[config.mk]
export PLATFORM = sky130hd
export DESIGN_NAME = lsu_ctrl_flat
export DESIGN_NICKNAME = d
export VERILOG_FILES = /design/src/rtl/core_pkg.sv /design/src/rtl/lsu_ctrl_if.sv /design/src/rtl/lsu_align.sv /design/src/rtl/lsu_ctrl.sv /design/src/flat_wrapper.sv
export SDC_FILE = /design/constraint.sdc
export NUM_CORES = 1
export LEC_CHECK = 0
export ABC_AREA = 0
export CAP_MARGIN = 40
export CORE_AREA = 2 2 114 116
export CTS_CLUSTER_SIZE = 12
export DETAILED_ROUTE_END_ITERATION = 12
export DIE_AREA = 0 0 116 118
export PLACE_DENSITY_LB_ADDON = 0.3
export SYNTH_ARGS = -nofsm -noshare
export SYNTH_HDL_FRONTEND = slang
export SYNTH_HIERARCHICAL = 1
export SYNTH_SLANG_ARGS = --single-unit
[constraint.sdc]
create_clock -name clk -period 12.27 [get_ports clk]
set_input_delay 3.681 -clock clk [delete_from_list [all_inputs] [get_ports clk]]
set_output_delay 3.681 -clock clk [all_outputs]
set_load 0.005 [all_outputs]
[src/rtl/core_pkg.sv]
// core_pkg: shared LSU state encoding, funct3 codes and access-size decode helpers.
package core_pkg;
    typedef enum logic [1:0] {IDLE, REQ, WAIT, RESP} lsu_state_e;
    localparam logic [2:0] F3_B  = 3'b000;
    localparam logic [2:0] F3_H  = 3'b001;
    localparam logic [2:0] F3_W  = 3'b010;
    localparam logic [2:0] F3_BU = 3'b100;
    localparam logic [2:0] F3_HU = 3'b101;
    // Unsigned codes only exist for loads; anything unlisted falls back to a word access.
    function automatic logic is_byte(input logic [2:0] f3, input logic we);
        return f3 == F3_B || (!we && f3 == F3_BU);
    endfunction
    function automatic logic is_half(input logic [2:0] f3, input logic we);
        return f3 == F3_H || (!we && f3 == F3_HU);
    endfunction
endpackage

[src/rtl/lsu_ctrl_if.sv]
// lsu_ctrl_if: execute-stage request, data-memory and writeback signals of the load/store unit.
interface lsu_ctrl_if;
    logic        req_valid, req_ready, req_we;
    logic [2:0]  req_funct3;
    logic [31:0] req_addr, req_wdata;
    logic [4:0]  req_rd;
    logic        dmem_req, dmem_we;
    logic [31:0] dmem_addr;
    logic [3:0]  dmem_wstrb;
    logic [31:0] dmem_wdata;
    logic        dmem_gnt, dmem_rvalid;
    logic [31:0] dmem_rdata;
    logic        wb_valid;
    logic [4:0]  wb_rd;
    logic [31:0] wb_data;
    logic        busy, err;
    modport master (
        input  req_valid, req_we, req_funct3, req_addr, req_wdata, req_rd,
               dmem_gnt, dmem_rvalid, dmem_rdata,
        output req_ready, dmem_req, dmem_we, dmem_addr, dmem_wstrb, dmem_wdata,
               wb_valid, wb_rd, wb_data, busy, err
    );
    modport slave (
        output req_valid, req_we, req_funct3, req_addr, req_wdata, req_rd,
               dmem_gnt, dmem_rvalid, dmem_rdata,
        input  req_ready, dmem_req, dmem_we, dmem_addr, dmem_wstrb, dmem_wdata,
               wb_valid, wb_rd, wb_data, busy, err
    );
endinterface

[src/rtl/lsu_align.sv]
// lsu_align: store lane strobes/replication and load byte/half extraction with sign/zero extension.
module lsu_align
    import core_pkg::*;
(
    input  logic [2:0]  funct3,
    input  logic [1:0]  addr_lo,
    input  logic        we,
    input  logic [31:0] wdata,
    input  logic [31:0] rdata,
    output logic [3:0]  wstrb,
    output logic [31:0] wdata_o,
    output logic [31:0] rdata_ext
);
    logic        sz_b, sz_h;
    logic [7:0]  byte_sel;
    logic [15:0] half_sel;
    always_comb begin
        sz_b      = is_byte(funct3, we);
        sz_h      = is_half(funct3, we);
        wstrb     = !we ? 4'b0000 : sz_b ? 4'b0001 << addr_lo : sz_h ? (addr_lo[1] ? 4'b1100 : 4'b0011) : 4'b1111;
        wdata_o   = sz_b ? {4{wdata[7:0]}} : sz_h ? {2{wdata[15:0]}} : wdata;
        byte_sel  = rdata[{addr_lo, 3'b000} +: 8];
        half_sel  = addr_lo[1] ? rdata[31:16] : rdata[15:0];
        rdata_ext = funct3 == F3_B  ? {{24{byte_sel[7]}}, byte_sel} :
                    funct3 == F3_BU ? {24'b0, byte_sel} :
                    funct3 == F3_H  ? {{16{half_sel[15]}}, half_sel} :
                    funct3 == F3_HU ? {16'b0, half_sel} : rdata;
    end
endmodule

[src/rtl/lsu_ctrl.sv]
// lsu_ctrl: load/store FSM with dmem request/grant/response handshake and load timeout.
// Define LSU_MISALIGN_TRAP_EN to trap misaligned half/word accesses instead of issuing them.
module lsu_ctrl
    import core_pkg::*;
#(
    parameter int TIMEOUT_CYCLES = 16,
    parameter int CNT_W          = 5
) (
    input logic        clk,
    input logic        rst,
    lsu_ctrl_if.master bus
);
    lsu_state_e  state_q, state_d;
    logic        we_q, we_d, mis_q, mis_d;
    logic [2:0]  f3_q, f3_d;
    logic [31:0] addr_q, addr_d, wdata_q, wdata_d, data_q, data_d, rdata_ext;
    logic [4:0]  rd_q, rd_d;
    logic [CNT_W-1:0] cnt_q, cnt_d;
    logic        accept, timeout, misaligned;

    assign accept  = bus.req_valid && state_q == IDLE;
    assign timeout = !bus.dmem_rvalid && cnt_q == CNT_W'(TIMEOUT_CYCLES - 1);
`ifdef LSU_MISALIGN_TRAP_EN
    assign misaligned = is_half(bus.req_funct3, bus.req_we) ? bus.req_addr[0] :
                        !is_byte(bus.req_funct3, bus.req_we) && bus.req_addr[1:0] != 2'b00;
`else
    assign misaligned = 1'b0;
`endif

    always_comb begin
        state_d = state_q;
        we_d    = we_q;
        f3_d    = f3_q;
        addr_d  = addr_q;
        wdata_d = wdata_q;
        rd_d    = rd_q;
        data_d  = data_q;
        cnt_d   = cnt_q;
        mis_d   = mis_q;
        case (state_q)
            IDLE: if (accept) begin
                we_d    = bus.req_we;
                f3_d    = bus.req_funct3;
                addr_d  = bus.req_addr;
                wdata_d = bus.req_wdata;
                rd_d    = bus.req_rd;
                mis_d   = misaligned;
                state_d = misaligned ? RESP : REQ;
            end
            REQ: if (bus.dmem_gnt) begin
                state_d = we_q ? IDLE : WAIT;
                cnt_d   = '0;
            end
            WAIT: if (bus.dmem_rvalid) begin
                data_d  = rdata_ext;
                state_d = RESP;
            end else if (timeout) state_d = IDLE;
            else cnt_d = cnt_q + 1'b1;
            default: state_d = IDLE;
        endcase
    end

    always_ff @(posedge clk or posedge rst) begin
        if (rst) begin
            state_q <= IDLE;
            we_q    <= 1'b0;
            f3_q    <= '0;
            addr_q  <= '0;
            wdata_q <= '0;
            rd_q    <= '0;
            data_q  <= '0;
            cnt_q   <= '0;
            mis_q   <= 1'b0;
        end else begin
            state_q <= state_d;
            we_q    <= we_d;
            f3_q    <= f3_d;
            addr_q  <= addr_d;
            wdata_q <= wdata_d;
            rd_q    <= rd_d;
            data_q  <= data_d;
            cnt_q   <= cnt_d;
            mis_q   <= mis_d;
        end
    end

    lsu_align u_align (
        .funct3   (f3_q),
        .addr_lo  (addr_q[1:0]),
        .we       (we_q),
        .wdata    (wdata_q),
        .rdata    (bus.dmem_rdata),
        .wstrb    (bus.dmem_wstrb),
        .wdata_o  (bus.dmem_wdata),
        .rdata_ext(rdata_ext)
    );

    assign bus.req_ready = state_q == IDLE;
    assign bus.dmem_req  = state_q == REQ;
    assign bus.dmem_we   = we_q;
    assign bus.dmem_addr = {addr_q[31:2], 2'b00};
    assign bus.wb_valid  = state_q == RESP && !mis_q;
    assign bus.wb_rd     = rd_q;
    assign bus.wb_data   = data_q;
    assign bus.busy      = state_q != IDLE;
    // Trap errors ride the RESP slot; timeout errors fire in the last WAIT cycle.
    assign bus.err       = (state_q == WAIT && timeout) || (state_q == RESP && mis_q);
endmodule

[src/flat_wrapper.sv]
// flat-port wrapper written by rule: the top's interface ports become plain ports
module lsu_ctrl_flat import core_pkg::*;
#(
    parameter int TIMEOUT_CYCLES = 16,
    parameter int CNT_W          = 5
)
  (clk, rst, bus_req_valid, bus_req_we, bus_req_funct3, bus_req_addr, bus_req_wdata, bus_req_rd, bus_dmem_gnt, bus_dmem_rvalid, bus_dmem_rdata, bus_req_ready, bus_dmem_req, bus_dmem_we, bus_dmem_addr, bus_dmem_wstrb, bus_dmem_wdata, bus_wb_valid, bus_wb_rd, bus_wb_data, bus_busy, bus_err);
  lsu_ctrl_if bus_i ();
  input logic clk;
  input logic rst;
  input wire logic [$bits(bus_i.req_valid)-1:0] bus_req_valid;
  input wire logic [$bits(bus_i.req_we)-1:0] bus_req_we;
  input wire logic [$bits(bus_i.req_funct3)-1:0] bus_req_funct3;
  input wire logic [$bits(bus_i.req_addr)-1:0] bus_req_addr;
  input wire logic [$bits(bus_i.req_wdata)-1:0] bus_req_wdata;
  input wire logic [$bits(bus_i.req_rd)-1:0] bus_req_rd;
  input wire logic [$bits(bus_i.dmem_gnt)-1:0] bus_dmem_gnt;
  input wire logic [$bits(bus_i.dmem_rvalid)-1:0] bus_dmem_rvalid;
  input wire logic [$bits(bus_i.dmem_rdata)-1:0] bus_dmem_rdata;
  output wire logic [$bits(bus_i.req_ready)-1:0] bus_req_ready;
  output wire logic [$bits(bus_i.dmem_req)-1:0] bus_dmem_req;
  output wire logic [$bits(bus_i.dmem_we)-1:0] bus_dmem_we;
  output wire logic [$bits(bus_i.dmem_addr)-1:0] bus_dmem_addr;
  output wire logic [$bits(bus_i.dmem_wstrb)-1:0] bus_dmem_wstrb;
  output wire logic [$bits(bus_i.dmem_wdata)-1:0] bus_dmem_wdata;
  output wire logic [$bits(bus_i.wb_valid)-1:0] bus_wb_valid;
  output wire logic [$bits(bus_i.wb_rd)-1:0] bus_wb_rd;
  output wire logic [$bits(bus_i.wb_data)-1:0] bus_wb_data;
  output wire logic [$bits(bus_i.busy)-1:0] bus_busy;
  output wire logic [$bits(bus_i.err)-1:0] bus_err;
  assign bus_i.req_valid = bus_req_valid;
  assign bus_i.req_we = bus_req_we;
  assign bus_i.req_funct3 = bus_req_funct3;
  assign bus_i.req_addr = bus_req_addr;
  assign bus_i.req_wdata = bus_req_wdata;
  assign bus_i.req_rd = bus_req_rd;
  assign bus_i.dmem_gnt = bus_dmem_gnt;
  assign bus_i.dmem_rvalid = bus_dmem_rvalid;
  assign bus_i.dmem_rdata = bus_dmem_rdata;
  assign bus_req_ready = bus_i.req_ready;
  assign bus_dmem_req = bus_i.dmem_req;
  assign bus_dmem_we = bus_i.dmem_we;
  assign bus_dmem_addr = bus_i.dmem_addr;
  assign bus_dmem_wstrb = bus_i.dmem_wstrb;
  assign bus_dmem_wdata = bus_i.dmem_wdata;
  assign bus_wb_valid = bus_i.wb_valid;
  assign bus_wb_rd = bus_i.wb_rd;
  assign bus_wb_data = bus_i.wb_data;
  assign bus_busy = bus_i.busy;
  assign bus_err = bus_i.err;
  lsu_ctrl #(.TIMEOUT_CYCLES(TIMEOUT_CYCLES), .CNT_W(CNT_W)) u_core (.clk(clk), .rst(rst), .bus(bus_i));
endmodule
# Word-level counts from Yosys, hierarchy flattened
# Index checks and enable logic that the tools add are counted.
dict set report op_classes {
  n_mux 21
  n_reduce_logical 17
  shift 2
  add_sub_neg 1
  eq_ne 12
}
# op count
set ops {}
lappend ops {{32-bit two-way mux} 6}
lappend ops {{32-bit by 6-bit indexed part select with 8-bit output} 1}
lappend ops {{16-bit two-way mux} 1}
lappend ops {{4-bit two-way mux} 4}
lappend ops {{5-bit two-way mux} 3}
lappend ops {{2-bit two-way mux} 5}
lappend ops {{5-bit one-hot mux with 2 select lines} 1}
lappend ops {{3-bit equality test, second input constant} 2}
lappend ops {{2-bit inequality test, second input constant} 3}
lappend ops {{2-bit one-hot mux with 3 select lines} 1}
lappend ops {{5-bit by 1-bit adder with 5-bit output, second input constant} 1}
lappend ops {{5-bit by 4-bit equality test with 1-bit output, second input constant} 1}
lappend ops {{1-bit logical AND} 5}
lappend ops {{2-bit equality test, second input constant} 2}
lappend ops {{2-bit AND reduction} 2}
lappend ops {{4-bit AND reduction} 1}
lappend ops {{2-bit nonzero test} 2}
lappend ops {{1-bit by 2-bit << shifter with 4-bit output, first input constant} 1}
lappend ops {{3-bit by 1-bit equality test with 1-bit output, second input constant} 1}
lappend ops {{3-bit zero test} 1}
lappend ops {{3-bit by 2-bit inequality test with 1-bit output, second input constant} 1}
lappend ops {{3-bit AND reduction} 1}
lappend ops {{2-bit by 1-bit equality test with 1-bit output, second input constant} 1}
lappend ops {{1-bit zero test} 2}
lappend ops {{other kinds (3)} 4}
dict set report totals {
  register_bits 112
  word_cells 61
  out_inout_bits 111
  input_bits 110
}

# Logic depth before layout (Yosys ltp)
# Gate-level depths: netlist of run 1.
dict set report logic_depth {
  word_depth 6
  mapped_depth 7
  depth_no_buf 6
}

# Cells and area by module
# The synthesis of run 1 kept the hierarchy.
# mod cells_each n_inst area_each_um2 seq_area_each_um2
set modules_own_cells {}
lappend modules_own_cells {lsu_ctrl 299 1 4634.4 2802.7}
lappend modules_own_cells {lsu_align 242 1 1346.3 0.0}

# Worst setup path after synthesis of run 1
# No wires, ideal clock.
dict set report synth_timing {
  path_type {input -> output}
  start {in bus_dmem_rvalid}
  end {out bus_err}
  cell_stages 1
  slack_ns 4.702
  t_arrival_ns 3.887
  required_ns 8.589
  cell_sequence {nor3b_1}
}
dict set report synth_between {
  elab_chain_len 3
}
# item line
set synth_lines {}
lappend synth_lines {{start: declaration} flat_wrapper.sv:18} ;# input wire logic [$bits(bus_i.dmem_rvalid)-1:0] bus_dmem_rvalid;
lappend synth_lines {{1-bit zero test} lsu_ctrl.sv:22} ;# assign timeout = !bus.dmem_rvalid && cnt_q == CNT_W'(TIMEOUT_CYCLES - 1);
lappend synth_lines {{1-bit logical AND} lsu_ctrl.sv:22}
lappend synth_lines {{1-bit logical AND} lsu_ctrl.sv:107} ;# assign bus.err = (state_q == WAIT && timeout) || (state_q == RESP && mis_q);
lappend synth_lines {{end: declaration} flat_wrapper.sv:30} ;# output wire logic [$bits(bus_i.err)-1:0] bus_err;
# No other way between the ends.

# Final worst setup path of run 1
# Ends and elaborated chain as after synthesis.

==> results of run 1 <==
==> stage by stage <==
step,instances,hold slack (ps),total power [uW],util,worst slack [ps]
2_1_floorplan,542,471,1350,-,4700
3_3_place_gp,862,488,1820,0.636,3670
3_5_place_dp,865,493,1870,0.641,3690
4_1_cts,881,503,2160,0.664,3680
5_1_grt,881,520,2290,0.664,3620
6_report,881,498,2150,0.664,3690
==> Yosys cell counts, types with 7 or more instances <==
master | n | area, um^2
nor2_1 | 10 | 37.5
inv_1 | 14 | 52.6
a21oi_1 | 11 | 55.1
buf_2 | 13 | 65.1
o21ai_0 | 7 | 35.0
clkbuf_1 | 10 | 37.5
buf_4 | 40 | 300
nand3_1 | 8 | 40.0
o211ai_1 | 7 | 52.6
a31oi_1 | 16 | 100
dfrtp_1 | 112 | 2800
mux2_4 | 12 | 180
a22o_1 | 8 | 70.1
nand2_1 | 111 | 417
mux2_2 | 96 | 1080
buf_6 | 10 | 113
==> logic make-up after synthesis <==
kind of cell,Yosys count
flops,112
mux,114
buf+inv,88
compound gates,72
fa+ha+maj,2
other cells,1
simple gates,152
==> layout by cell type, fill, tap and decap left out, types with 2 or more instances in the layout <==
| master | netlist | routed |
|---|---|---|
| nor2_1 | 10 | 10 |
| conb_1 | 1 | 2 |
| o211ai_1 | 7 | 7 |
| mux2_4 | 12 | 12 |
| nand3b_1 | 2 | 2 |
| mux2_2 | 96 | 96 |
| nand2_1 | 111 | 111 |
| a22o_1 | 8 | 8 |
| a21oi_1 | 11 | 11 |
| mux4_1 | 3 | 3 |
| clkdlybuf4s50_1 | 0 | 218 |
| ha_1 | 2 | 2 |
| nor2b_1 | 3 | 3 |
| inv_1 | 14 | 13 |
| buf_4 | 40 | 3 |
| o2bb2ai_1 | 5 | 5 |
| o21ai_0 | 7 | 7 |
| and3b_1 | 2 | 2 |
| and3_1 | 2 | 2 |
| nor3b_1 | 4 | 4 |
| and2_1 | 2 | 2 |
| clkbuf_8 | 0 | 2 |
| mux2i_1 | 2 | 2 |
| dfrtp_1 | 112 | 112 |
| nand3_1 | 8 | 8 |
| clkbuf_16 | 0 | 9 |
| o31ai_1 | 2 | 2 |
| a31oi_1 | 16 | 16 |
| a21boi_0 | 2 | 2 |
| a221o_1 | 4 | 4 |
==> flip-flops by register name, summed over array words and instances (netlist names) <==
| name | cells |
|---|---|
| u_core/wdata_q | 32 |
| u_core/cnt_q | 5 |
| u_core/f3_q | 3 |
| u_core/bus.wb_data | 32 |
| u_core/state_q | 2 |
| u_core/addr_q | 32 |
| u_core/bus.wb_rd | 5 |
| u_core/bus.dmem_we | 1 |
==> per-layer routing <==
metal | up-vias | wire length [um] | global-route usage
li1 | 2162 | - | -
met1 | 2297 | 6220 | 0.270
met2 | 164 | 7950 | 0.404
met3 | 23 | 1310 | 0.0695
met4 | 0 | 287 | 0.0759
met5 | - | 0 | 0
==> final timing paths <==
| path | from | endpoint | slack, ps | cells past startpoint |
|---|---|---|---|---|
| max in group asynchronous | rst | u_core/wdata_q[3] | 7470 | 4 |
| worst min-delay path | u_core/cnt_q[0] | u_core/cnt_q[0] | 500 | 1 |
| worst max-delay path | bus_dmem_rvalid | bus_err | 3690 | 3 |
| min in group asynchronous | rst | u_core/addr_q[22] | 3740 | 2 |
| worst max register to register | u_core/addr_q[0] | u_core/bus.wb_data[26] | 9880 | 4 |
| worst min register to register | u_core/cnt_q[0] | u_core/cnt_q[0] | 500 | 1 |
==> final cells by class <==
| class | instances | area (um^2) |
|---|---|---|
| well taps | 172 | 215 |
| inverters | 15 | 58.8 |
| fillers | 988 | 4170 |
| flip-flops and latches | 112 | 2800 |
| multi-input cells | 342 | 2610 |
| clock inverters | 4 | 36.3 |
| repair buffers | 224 | 2270 |
| clock buffers | 12 | 256 |
==> power by group <==
part	leakage [uW]	switching [uW]	internal [uW]
combinational	0.00207	453	704
sequential	0.00134	154	547
clock	0.000141	137	152
total	0.00356	744	1400
==> metrics, run 1 <==
dpl cell area=0.00795 mm^2; initial antenna violation count=0; Critical path buffers and inverters=2; adder-cell share of the synthesized area=0.00418; boundary pin count=221; period utilization=0.699; Resized Gates After CTS=0; die area=0.0137 mm^2; crit-path most repeated cell=clkdlybuf4s50_1; mux cell area share after synthesis=0.231; Vias=4646; WS Path Type=input port to primary output; headroom to the max-slew limit=0.478; TritonRoute pass-1 iters=4; CP Max Fanout=5; Syn Inst Count=541; post-DR vias/cell=5.27; max-cap violations=0; Clock Latency Late Sink=350 ps; fin nets=816; CORE AREA=0.0124 mm^2; Iter 0 DRT Violations=203; min Tclk post-route=8580 ps; port buffer count=218; Peak VDD IR=0.150 mV; Slew Limit Fails=0; Synth-to-Final Area Change=37.9%; initial core utilization=0.482; Clock Sinks=112; Yosys cell types=50; Die Height=118 um; RSZ-0062 raised after global routing=false; Max Buffers Root-to-Sink=2; final setup vio count=0; Post-Syn Area=0.00598 mm^2; Routed Antenna Nets=0; Least-Margin Pin Slew=780 ps; Clock Tree Root=clkbuf_16; first-pass GRT wire length=24900 um; Simple-Gate Fraction of Synth Area=0.111; family with the most delay on the worst path=buffers and inverters; total negative slack=0 ps; CP required=8590 ps; hpwl dp=11600 um; fmax=117 MHz; register area share after synthesis=0.469; Final Hold Vio Count=0; all-layer global routing usage=0.232; drt drc=0; largest net degree at the start of global routing=47; Ys Warns=6; clock transition at the registers of the reported paths=70 ps; vias in the first global route=4912; Finished Cell Area=0.00825 mm^2; Die X-Extent=116 um; HP Class=register to register; GP Congestion=0.818; total grt overflow=0; Cell Rows=41; Post-CTS Setup Inserts=0; share of layout cells above drive strength 1=0.196; Async S/R FF share, synth=1.00; arrival time of the worst setup path=4900 ps; CP max stage cell=clkdlybuf4s50_1; diode count=0; compound-gate portion of the synthesized area=0.0891; H-tree levels=3; CTS hold repair buffers=0; main combinational cell family by area after synthesis=multiplexers; Top FF cell, synth=dfrtp_1; cells along the critical path=clkdlybuf4s50_1 > nor3b_1 > clkdlybuf4s50_1; #FFs+latches synth=112; EDFF count, synth=0; pwr dens=260 mW/mm^2; CTS tree=built; Post-Synth XOR/XNOR Area=0; critical path capture point type=primary output; Worst path max stage delay=530 ps; crit path launch type=input port; Avg Inst Size Synth=11.1 um^2; TritonCTS Buffers=9; P_leak=0.00356 uW; clk_skew=6.89 ps; DR WL/cell=17.9 um; status=complete, no violations; Routed WL=15800 um
Power figures use the tool's default switching activity.
==> inputs of run 2 (changes only) <==
--- a/config.mk
+++ b/config.mk
@@ -7,10 +7,10 @@
 export LEC_CHECK = 0
 export ABC_AREA = 0
 export CAP_MARGIN = 40
-export CORE_AREA = 2 2 114 116
+export CORE_AREA = 2 2 119 121
 export CTS_CLUSTER_SIZE = 12
 export DETAILED_ROUTE_END_ITERATION = 12
-export DIE_AREA = 0 0 116 118
+export DIE_AREA = 0 0 121 123
 export PLACE_DENSITY_LB_ADDON = 0.3
 export SYNTH_ARGS = -nofsm -noshare
 export SYNTH_HDL_FRONTEND = slang
==> constraint.sdc (replaced) <==
create_clock -name clk -period 8.45 [get_ports clk]
set_input_delay 2.535 -clock clk [delete_from_list [all_inputs] [get_ports clk]]
set_output_delay 2.535 -clock clk [all_outputs]
set_load 0.005 [all_outputs]
==> run 2 against run 1 <==
Worst hold slack gained 9.2 ps. Count of clock-buffer cells in the layout decreased by 1. Routed wire length down 1.3%. Total power rose by 48%. Clock skew shrank 1.6 ps. Via count rose by 0.80%. Clock power rose by 67%.
==> metrics, run 2 (same netlist as run 1, synthesis figures left out) <==
status=complete, no violations; WS Path Type=input port to primary output; Routed WL=15600 um (-1.3%); clk_skew=5.27 ps (-1.62 ps); Cell Rows=43 (+4.9%); vias in the first global route=4655 (-5.2%); port buffer count=218 (unchanged); CP required=5920 ps (-2670 ps); cells along the critical path=clkdlybuf4s50_1 > nor3b_1 > clkdlybuf4s50_1; Critical path buffers and inverters=2 (unchanged); Resized Gates After CTS=0 (unchanged); family with the most delay on the worst path=buffers and inverters; first-pass GRT wire length=24200 um (-2.9%); worst reg2reg startpoint=u_core/addr_q[0]; diode count=0 (unchanged); arrival time of the worst setup path=3790 ps (-1110 ps); total grt overflow=0 (unchanged); CORE AREA=0.0136 mm^2 (+9.6%); crit path launch type=input port; CTS tree=built; max-cap violations=0 (unchanged); leading cell type in the layout, fill and taps excluded=clkdlybuf4s50_1; Die Height=123 um (+4.2%); Clock Tree Root=clkbuf_16; H-tree levels=3 (unchanged); fin nets=816 (unchanged); HP Class=register to register; area occupied by multi-input gates=0.00261 mm^2 (unchanged); crit-path most repeated cell=clkdlybuf4s50_1; Peak VDD IR=0.277 mV (+84%); # fillers=1089 (+10%); CP Max Fanout=5 (unchanged); Least-Margin Pin Slew=796 ps (+15.7 ps); TritonRoute pass-1 iters=5 (+1); PnR Total Power=3180 uW (+48%); R2R depth=4 (unchanged); Util after Layout=0.610 (-0.0540); Max Buffers Root-to-Sink=2 (unchanged); HP Start=u_core/addr_q[31]; boundary pin count=221 (unchanged); post-DR vias/cell=5.27 (-0.11%); Hold Path Stages=1 (unchanged); min Tclk post-route=6320 ps; share of layout cells above drive strength 1=0.195 (-0.00141); clock transition at the registers of the reported paths=70 ps (about the same); final setup vio count=0 (unchanged); R2R Path End=u_core/bus.wb_data[15]; period utilization=0.748; CTS hold repair buffers=0 (unchanged); initial antenna violation count=0 (unchanged); all-layer global routing usage=0.209 (-0.0231); hpwl dp=11200 um (-3.8%); Vias=4683 (+0.80%); sequential standard cell area=0.00280 mm^2 (unchanged); TritonCTS Buffers=9 (unchanged); total negative slack=0 ps (unchanged); CP max stage cell=clkdlybuf4s50_1; GP Congestion=0.827 (+1.1%); critical path capture point type=primary output; Worst path max stage delay=530 ps (about the same); die area=0.0149 mm^2 (+8.7%); drt drc=0 (unchanged); Synth-to-Final Area Change=38.9%; Routed Antenna Nets=0 (unchanged); reg-to-reg slack, setup=6000 ps (-3880 ps); Die X-Extent=121 um (+4.3%); headroom to the max-slew limit=0.469 (-0.00859); largest net degree at the start of global routing=43 (-8.5%); end of the worst hold path=u_core/addr_q[31]; Clock Latency Late Sink=350 ps (about the same); initial core utilization=0.439 (-0.0424); DR WL/cell=17.5 um (-2.2%); most frequent cells in the layout=clkdlybuf4s50_1 (218), dfrtp_1 (112), nand2_1 (111), mux2_2 (96), a31oi_1 (16); Post-CTS Setup Inserts=0 (unchanged); fmax=158 MHz; pwr dens=382 mW/mm^2 (+47%); Final Hold Vio Count=0 (unchanged); Clock Sinks=112 (unchanged); P_leak=0.00357 uW (+0.47%); RSZ-0062 raised after global routing=false; Iter 0 DRT Violations=279 (+37%); Slew Limit Fails=0 (unchanged)
run 2: changes by cell type in the layout (fill, tap and decap cells not counted), sizes merged:
| cell | previous run | this run |
|---|---|---|
| bufinv | 0 | 3 |
| clkbuf | 12 | 11 |
| clkinv | 1 | 0 |
| clkinvlp | 1 | 2 |
| inv | 17 | 15 |
run 2: how the worst max path moves through the flow:
stage / from / to / slack, ps / cells after the start
final: bus_dmem_rvalid / bus_err / 2130 / 3
after global routing: bus_dmem_rvalid / bus_err / 2070 / 3
after CTS: bus_dmem_rvalid / bus_err / 2130 / 3
after detailed placement: bus_dmem_rvalid / bus_err / 2140 / 3
after global placement: bus_dmem_rvalid / bus_err / 2140 / 3
after floorplan: rst / u_core/addr_q[0] / 2960 / 1
run 2: through the flow:
step / cells / area, um^2 / hold WS [ps] / worst slack, ps
after floorplan: 542 / 5980 / 471 / 2960
after global placement: 870 / 7900 / 487 / 2140
after detailed placement: 872 / 7940 / 494 / 2140
after CTS: 888 / 8280 / 510 / 2130
after global routing: 889 / 8310 / 516 / 2070
final: 889 / 8310 / 507 / 2130
run 2: report_power, final:
| group | internal, uW | leakage [uW] | switching (uW) |
|---|---|---|---|
| Sequential | 795 | 0.00134 | 217 |
| Combinational | 1030 | 0.00207 | 652 |
| Clock | 290 | 0.000156 | 192 |
| Total | 2110 | 0.00357 | 1060 |
run 2: worst reg2reg max path, cell delays in order (launching register included):
cell      delay, ps
dfrtp_1         820
mux2_2          420
a221oi_2        620
a31oi_1         170
mux2_2          310
run 2: cell type report:
class	count	share of cell area
Multi-Input combinational cell	342	0.314
Inverter	15	0.00708
Tap cell	180	0.0271
Timing Repair Buffer	224	0.274
Clock buffer	11	0.0280
Clock inverter	5	0.0127
Sequential cell	112	0.337
run 2: layer usage:
metal  global-route usage  share of wire  wire (um)  vias to the layer above
li1                     -              -          -                     2168
met1                0.257           0.40       6270                     2304
met2                0.350           0.50       7760                      188
met3               0.0563          0.079       1240                       23
met4               0.0828          0.020        306                        0
met5                    0              0          0                        -
